==> config.mk <==
export PLATFORM = sky130hd
export DESIGN_NAME = scalable_mac_engine
export DESIGN_NICKNAME = d
export VERILOG_FILES = /design/src/rtl/scalable_mac_engine_pkg.sv /design/src/rtl/scalable_mac_engine_prec_product_gen.sv /design/src/rtl/scalable_mac_engine.sv
export SDC_FILE = /design/constraint.sdc
export NUM_CORES = 1
export LEC_CHECK = 0
export BUFFER_PORTS_ARGS = -buffer_cell sky130_fd_sc_hd__buf_2
export CORE_MARGIN = 2
export CORE_UTILIZATION = 30
export DETAILED_ROUTE_END_ITERATION = 6
export MAX_ROUTING_LAYER = met4
export PLACE_DENSITY_LB_ADDON = 0.2
export SKIP_CTS_REPAIR_TIMING = 1
export SYNTH_ARGS = -nofsm -noshare
export SYNTH_HDL_FRONTEND = slang
export SYNTH_HIERARCHICAL = 1
export SYNTH_SLANG_ARGS = --single-unit
export TNS_END_PERCENT = 100
==> constraint.sdc <==
create_clock -name clk -period 14.3 [get_ports clk]
set_clock_uncertainty 0.05 [all_clocks]
set_input_delay 0.715 -clock clk [delete_from_list [all_inputs] [get_ports clk]]
set_output_delay 0.715 -clock clk [all_outputs]
set_load 0.05 [all_outputs]
==> src/rtl/scalable_mac_engine_pkg.sv <==
// Shared definitions for the scalable MAC engine: precision-mode encodings,
// FSM state type, lane count and the lane-boundary helper.
package scalable_mac_engine_pkg;

  localparam int NUM_LANES = 4;

  localparam logic [1:0] PREC_FULL = 2'b00;
  localparam logic [1:0] PREC_DUAL = 2'b01;
  localparam logic [1:0] PREC_QUAD = 2'b10;
  localparam logic [1:0] PREC_RSVD = 2'b11;

  typedef enum logic [1:0] {
    ST_IDLE,
    ST_RUN,
    ST_DONE
  } state_t;

  // True when accumulator quarter q is the lowest quarter of a logical lane,
  // i.e. where the carry chain is broken for the given precision mode.
  function automatic logic lane_break(input logic [1:0] mode, input int q);
    case (mode)
      PREC_DUAL: return (q == 0) || (q == 2);
      PREC_QUAD: return 1'b1;
      default:   return (q == 0);
    endcase
  endfunction

endpackage

==> src/rtl/scalable_mac_engine_prec_product_gen.sv <==
// Combinational act x packed-weight generator: four 2-bit-slice partial
// products recombined into one, two or four lane products per mode.
module prec_product_gen
  import scalable_mac_engine_pkg::*;
#(
  parameter int ACT_W  = 8,
  parameter int PROD_W = ACT_W + 8
) (
  input  logic [ACT_W-1:0]            act,
  input  logic [7:0]                  wgt,
  input  logic [1:0]                  mode,
  output logic [NUM_LANES*PROD_W-1:0] prod
);

  logic signed [2:0]        sl;
  logic signed [ACT_W+2:0]  pp  [NUM_LANES];
  logic signed [PROD_W-1:0] ext [NUM_LANES];
  logic signed [PROD_W-1:0] full, lo, hi;
  logic                     slice_signed;

  always_comb begin
    // NOTE: every always_comb target gets a default before any branch; a path
    // that leaves one unassigned makes synthesis infer a latch.
    prod         = '0;
    sl           = '0;
    slice_signed = 1'b0;
    for (int i = 0; i < NUM_LANES; i++) begin
      // A slice is signed only when it is the most significant slice of its lane.
      slice_signed = (i == NUM_LANES - 1) || (mode == PREC_QUAD) ||
                     ((mode == PREC_DUAL) && (i == 1));
      sl     = {slice_signed & wgt[2*i+1], wgt[2*i+1 -: 2]};
      pp[i]  = (ACT_W+3)'($signed(act)) * (ACT_W+3)'(sl);
      ext[i] = PROD_W'(pp[i]);
    end

    full = (ext[3] <<< 6) + (ext[2] <<< 4) + (ext[1] <<< 2) + ext[0];
    lo   = (ext[1] <<< 2) + ext[0];
    hi   = (ext[3] <<< 2) + ext[2];

    case (mode)
      PREC_FULL: prod[0 +: PROD_W] = full;
      PREC_DUAL: begin
        prod[0 +: PROD_W]        = lo;
        prod[2*PROD_W +: PROD_W] = hi;
      end
      PREC_QUAD: begin
        for (int i = 0; i < NUM_LANES; i++) prod[i*PROD_W +: PROD_W] = ext[i];
      end
      default: prod = '0;
    endcase
  end

endmodule

==> src/rtl/scalable_mac_engine.sv <==
// Multi-precision multiply-accumulate engine: a job of vec_len operand pairs is
// accumulated into 1, 2 or 4 saturating lanes, then held until acknowledged.
module scalable_mac_engine
  import scalable_mac_engine_pkg::*;
#(
  parameter int ACT_W      = 8,
  parameter int LANE_ACC_W = 14,
  parameter int LEN_W      = 16
) (
  input  logic                    clk,
  input  logic                    rstn,
  input  logic                    start,
  input  logic [1:0]              prec_mode,
  input  logic [LEN_W-1:0]        vec_len,
  input  logic                    in_valid,
  output logic                    in_ready,
  input  logic [ACT_W-1:0]        act,
  input  logic [7:0]              wgt,
  output logic                    out_valid,
  input  logic                    out_ready,
  output logic [4*LANE_ACC_W-1:0] result,
  output logic [3:0]              ovf,
  output logic                    busy
);

  localparam int Q      = LANE_ACC_W;
  localparam int RES_W  = NUM_LANES * Q;
  localparam int PROD_W = ACT_W + 8;

  state_t                     state, state_nxt;
  logic [1:0]                 mode_q;
  logic [LEN_W-1:0]           len_q, cnt_q;
  logic [NUM_LANES*PROD_W-1:0] prod, prod_q;
  logic                       prod_vld_q;
  logic [RES_W-1:0]           acc_q, acc_nxt, addend, sum;
  logic [3:0]                 ovf_q, ovf_nxt, sat, sat_neg;
  logic                       start_ok, fire, last_acc;

  logic signed [PROD_W-1:0]   p [NUM_LANES];
  logic [Q:0]                 seg;
  logic                       carry, a_s, is_top;
  logic [1:0]                 base;

  assign start_ok  = (state == ST_IDLE) && start && (prec_mode != PREC_RSVD);
  assign in_ready  = (state == ST_RUN) && (cnt_q < len_q);
  assign fire      = in_valid && in_ready;
  assign last_acc  = (state == ST_RUN) && prod_vld_q && (cnt_q == len_q);
  assign out_valid = (state == ST_DONE);
  assign busy      = (state != ST_IDLE);
  assign result    = acc_q;
  assign ovf       = ovf_q;

  prec_product_gen #(.ACT_W(ACT_W), .PROD_W(PROD_W)) u_prod (
    .act  (act),
    .wgt  (wgt),
    .mode (mode_q),
    .prod (prod)
  );

  always_ff @(posedge clk or negedge rstn) begin
    // NOTE: sequential state uses non-blocking assignment so every register
    // samples pre-edge values regardless of process ordering.
    if (!rstn) state <= ST_IDLE;
    else       state <= state_nxt;
  end

  always_comb begin
    state_nxt = state;
    case (state)
      ST_IDLE: if (start_ok) state_nxt = (vec_len == '0) ? ST_DONE : ST_RUN;
      ST_RUN:  if (last_acc) state_nxt = ST_DONE;
      ST_DONE: if (out_ready) state_nxt = ST_IDLE;
      default: state_nxt = ST_IDLE;
    endcase
  end

  // Lane-aligned addend, quarter-wise carry chain broken at lane boundaries,
  // then per-lane saturation with the ovf flag kept at the lane's lowest quarter.
  always_comb begin
    addend  = '0;
    sum     = '0;
    sat     = '0;
    sat_neg = '0;
    seg     = '0;
    carry   = 1'b0;
    a_s     = 1'b0;
    is_top  = 1'b0;
    base    = '0;
    for (int i = 0; i < NUM_LANES; i++) p[i] = $signed(prod_q[i*PROD_W +: PROD_W]);

    case (mode_q)
      PREC_FULL: addend = RES_W'(p[0]);
      PREC_DUAL: addend = {(2*Q)'(p[2]), (2*Q)'(p[0])};
      PREC_QUAD: addend = {Q'(p[3]), Q'(p[2]), Q'(p[1]), Q'(p[0])};
      default:   addend = '0;
    endcase

    for (int q = 0; q < NUM_LANES; q++) begin
      if (lane_break(mode_q, q)) begin
        carry = 1'b0;
        base  = 2'(q);
      end
      seg   = {1'b0, acc_q[q*Q +: Q]} + {1'b0, addend[q*Q +: Q]} + {{Q{1'b0}}, carry};
      sum[q*Q +: Q] = seg[Q-1:0];
      carry = seg[Q];
      is_top = (q == NUM_LANES - 1) || lane_break(mode_q, q + 1);
      if (is_top) begin
        a_s = acc_q[(q+1)*Q-1];
        if ((a_s == addend[(q+1)*Q-1]) && (sum[(q+1)*Q-1] != a_s)) begin
          sat[base]     = 1'b1;
          sat_neg[base] = addend[(q+1)*Q-1];
        end
      end
    end

    acc_nxt = sum;
    for (int q = 0; q < NUM_LANES; q++) begin
      if (lane_break(mode_q, q)) base = 2'(q);
      is_top = (q == NUM_LANES - 1) || lane_break(mode_q, q + 1);
      if (sat[base]) begin
        acc_nxt[q*Q +: Q] = is_top ? {sat_neg[base], {(Q-1){~sat_neg[base]}}}
                                   : {Q{~sat_neg[base]}};
      end
    end
    ovf_nxt = ovf_q | sat;
  end

  always_ff @(posedge clk or negedge rstn) begin
    if (!rstn) begin
      mode_q     <= PREC_FULL;
      len_q      <= '0;
      cnt_q      <= '0;
      prod_q     <= '0;
      prod_vld_q <= 1'b0;
      acc_q      <= '0;
      ovf_q      <= '0;
    end else if (start_ok) begin
      mode_q     <= prec_mode;
      len_q      <= vec_len;
      cnt_q      <= '0;
      prod_q     <= '0;
      prod_vld_q <= 1'b0;
      acc_q      <= '0;
      ovf_q      <= '0;
    end else begin
      prod_vld_q <= fire;
      if (fire) begin
        cnt_q  <= cnt_q + 1'b1;
        prod_q <= prod;
      end
      if (prod_vld_q) begin
        acc_q <= acc_nxt;
        ovf_q <= ovf_nxt;
      end
    end
  end

endmodule

==> results_dict.tcl <==
set metrics [dict create \
    outcome "finished, final reports clean" \
    worst_slack_ns 1.83 \
    vias 13405 \
    placementRows 84 \
    die_h_um 234 \
    cts_tree "built" \
    path_clk_slew_ns 0.07 \
    tightest_slew_ns 1.09 \
    critical_path.slowest_cell "a311o_1" \
    p_leak_nw 8.49 \
    grt_max_degree 92 \
    syn_nets 2192 \
    max_freq_mhz 80.2 \
    die_area_um2 54800 \
    required_ns 14.64 \
    period_minus_slack_ns 12.47 \
    p_sw_share_pct 53.3 \
    clkPwrFrac_pct 11.1 \
    area_growth_pct 10.8 \
    period_share_pct 87.2 \
    cts-root-buf "clkbuf_16" \
    seq_power_share_pct 17.1 \
    startpoint_type "flip-flop" \
    ant_nets 0 \
    via_per_inst 5.03 \
    crit_arrival_ns 12.81 \
    final_common_cell "nand2_1" \
    startpoint "mode_q[0]" \
    start_util_pct 30.3 \
    synth_warnings 6 \
    core_um2 52400 \
    register_area_um2 3930 \
    grt_overflow 0 \
    io_pins 102 \
    fin_nets 2235 \
    layout_common_cells "nand2_1, inv_1, ha_1" \
    drive_above_1_share_pct 9.51 \
    drc 0 \
    syn-cell-area_um2 15900 \
    clkLatencyLatePin_ns 0.45 \
    r2r_start "mode_q[0]" \
    clkSinkCount 157 \
    die_x_um 234 \
    htree_levels 4 \
    end_kind "flip-flop" \
    maxCapViolCount 0 \
    min_path_type "in2async" \
    crit_fanout 40 \
    synth_area_per_cell_um2 8.27 \
    grt_pass1_vias 13263 \
    setup_viol 0 \
    avgRoutedWirePerCell_um 17.2 \
    cts_buffers 17 \
    peakVddDrop_uv 106 \
    drv_slew 0 \
    reg2reg_to "result[13]" \
    rr_worst_depth 49 \
    clockBufferDepth 2 \
    drt_iter0_drc 843 \
    routed_wl_um 45900 \
    first_pass_iters 5 \
    hold_violations 0 \
    grt_usage_pct 17.5 \
    cpPeakStageDelay_ns 0.66 \
    power_frac_comb_pct 71.8 \
    crit_top_cell "a21oi_1" \
    synthCells 1921 \
    insertedDiodeCount 0 \
    multi_input_area_um2 10800 \
    grt_pass1_wl_um 73300 \
    fin_setup_tns_ns 0 \
    powerDensity_nw_per_um2 254 \
    dp_hpwl_um 35700 \
    ff2ff_setup_slack_ns 1.83 \
    io_buffers 101 \
    p_int_w 0.00209 \
    grt_setup_unrepaired "false" \
    dp_slack_ns 1.88 \
    gp_congestion 0.864 \
    p_switching_w 0.00238 \
    antenna_found_initial 0 \
    fill_cells 5557 \
    worstSetupPathType "reg2reg" \
    slew_headroom_pct 27.3 \
    critPathCapture "result[13]" \
]
-- metrics by stage --
| stage | util, % | cell area [um2] | hold slack (ns) | cells | total power (W) |
|---|---|---|---|---|---|
| 5_1_grt | 33.6 | 17600 | 0.370 | 2665 | 0.00490 |
| 3_5_place_dp | 32.4 | 17000 | 0.437 | 2633 | 0.00397 |
| 2_1_floorplan | - | 15900 | 0.369 | 1921 | 0.00317 |
| 3_3_place_gp | 32.4 | 17000 | 0.432 | 2633 | 0.00393 |
| 4_1_cts | 33.6 | 17600 | 0.340 | 2665 | 0.00450 |
| 6_report | 33.6 | 17600 | 0.305 | 2665 | 0.00447 |
-- worst min path at each step --
stage             start        end  slack [ns]  cells past startpoint
2_1_floorplan      rstn   cnt_q[0]        0.37                      0
3_3_place_gp   len_q[0]   len_q[0]        0.43                      2
3_5_place_dp     ovf[2]     ovf[2]        0.44                      2
4_1_cts            rstn   len_q[9]        0.34                      1
5_1_grt            rstn  len_q[15]        0.37                      1
6_report           rstn  len_q[15]        0.31                      1
-- power by group through the flow --
stage | Combinational, W | Clock, W | Sequential (W)
2_1_floorplan | 0.00223 | 0 | 0.000934
3_3_place_gp | 0.00315 | 0 | 0.000773
3_5_place_dp | 0.00320 | 0 | 0.000774
4_1_cts | 0.00322 | 0.000513 | 0.000766
5_1_grt | 0.00358 | 0.000526 | 0.000788
6_report | 0.00321 | 0.000495 | 0.000762
-- routing by layer --
metal / up-vias / track usage [%] / wire length, um
li1: 6667 / - / -
met1: 6454 / 24.1 / 22600
met2: 250 / 27.3 / 21100
met3: 34 / 1.85 / 1560
met4: 0 / 4.57 / 720
met5: - / - / 0
-- worst max-delay path, delay by kind of cell (launching register included) --
family	cells	cell delay, ns
AO/OA/AOI/OAI	25	5.97
AND/OR/NAND/NOR	14	2.85
flip-flops	1	0.46
multiplexers	1	0.37
adder cells (fa/ha/maj)	7	2.16
buffers and inverters	2	0.53
-- state kept, by name, indices dropped and copies added, names as in the netlist --
signal and flops:
ovf 4, len_q 16, result 56, cnt_q 16
state 2, mode_q 2, prod_q 60, prod_vld_q 1
-- final cells by class --
cell class / instances / area share (%)
Multi-Input combinational cell: 1464 / 61.3
Timing Repair Buffer: 115 / 3.50
Tap cell: 688 / 4.89
Clock buffer: 17 / 2.42
Inverter: 209 / 4.46
Clock inverter: 15 / 1.11
Sequential cell: 157 / 22.3
No activity file was read; power rests on OpenSTA's default activity.
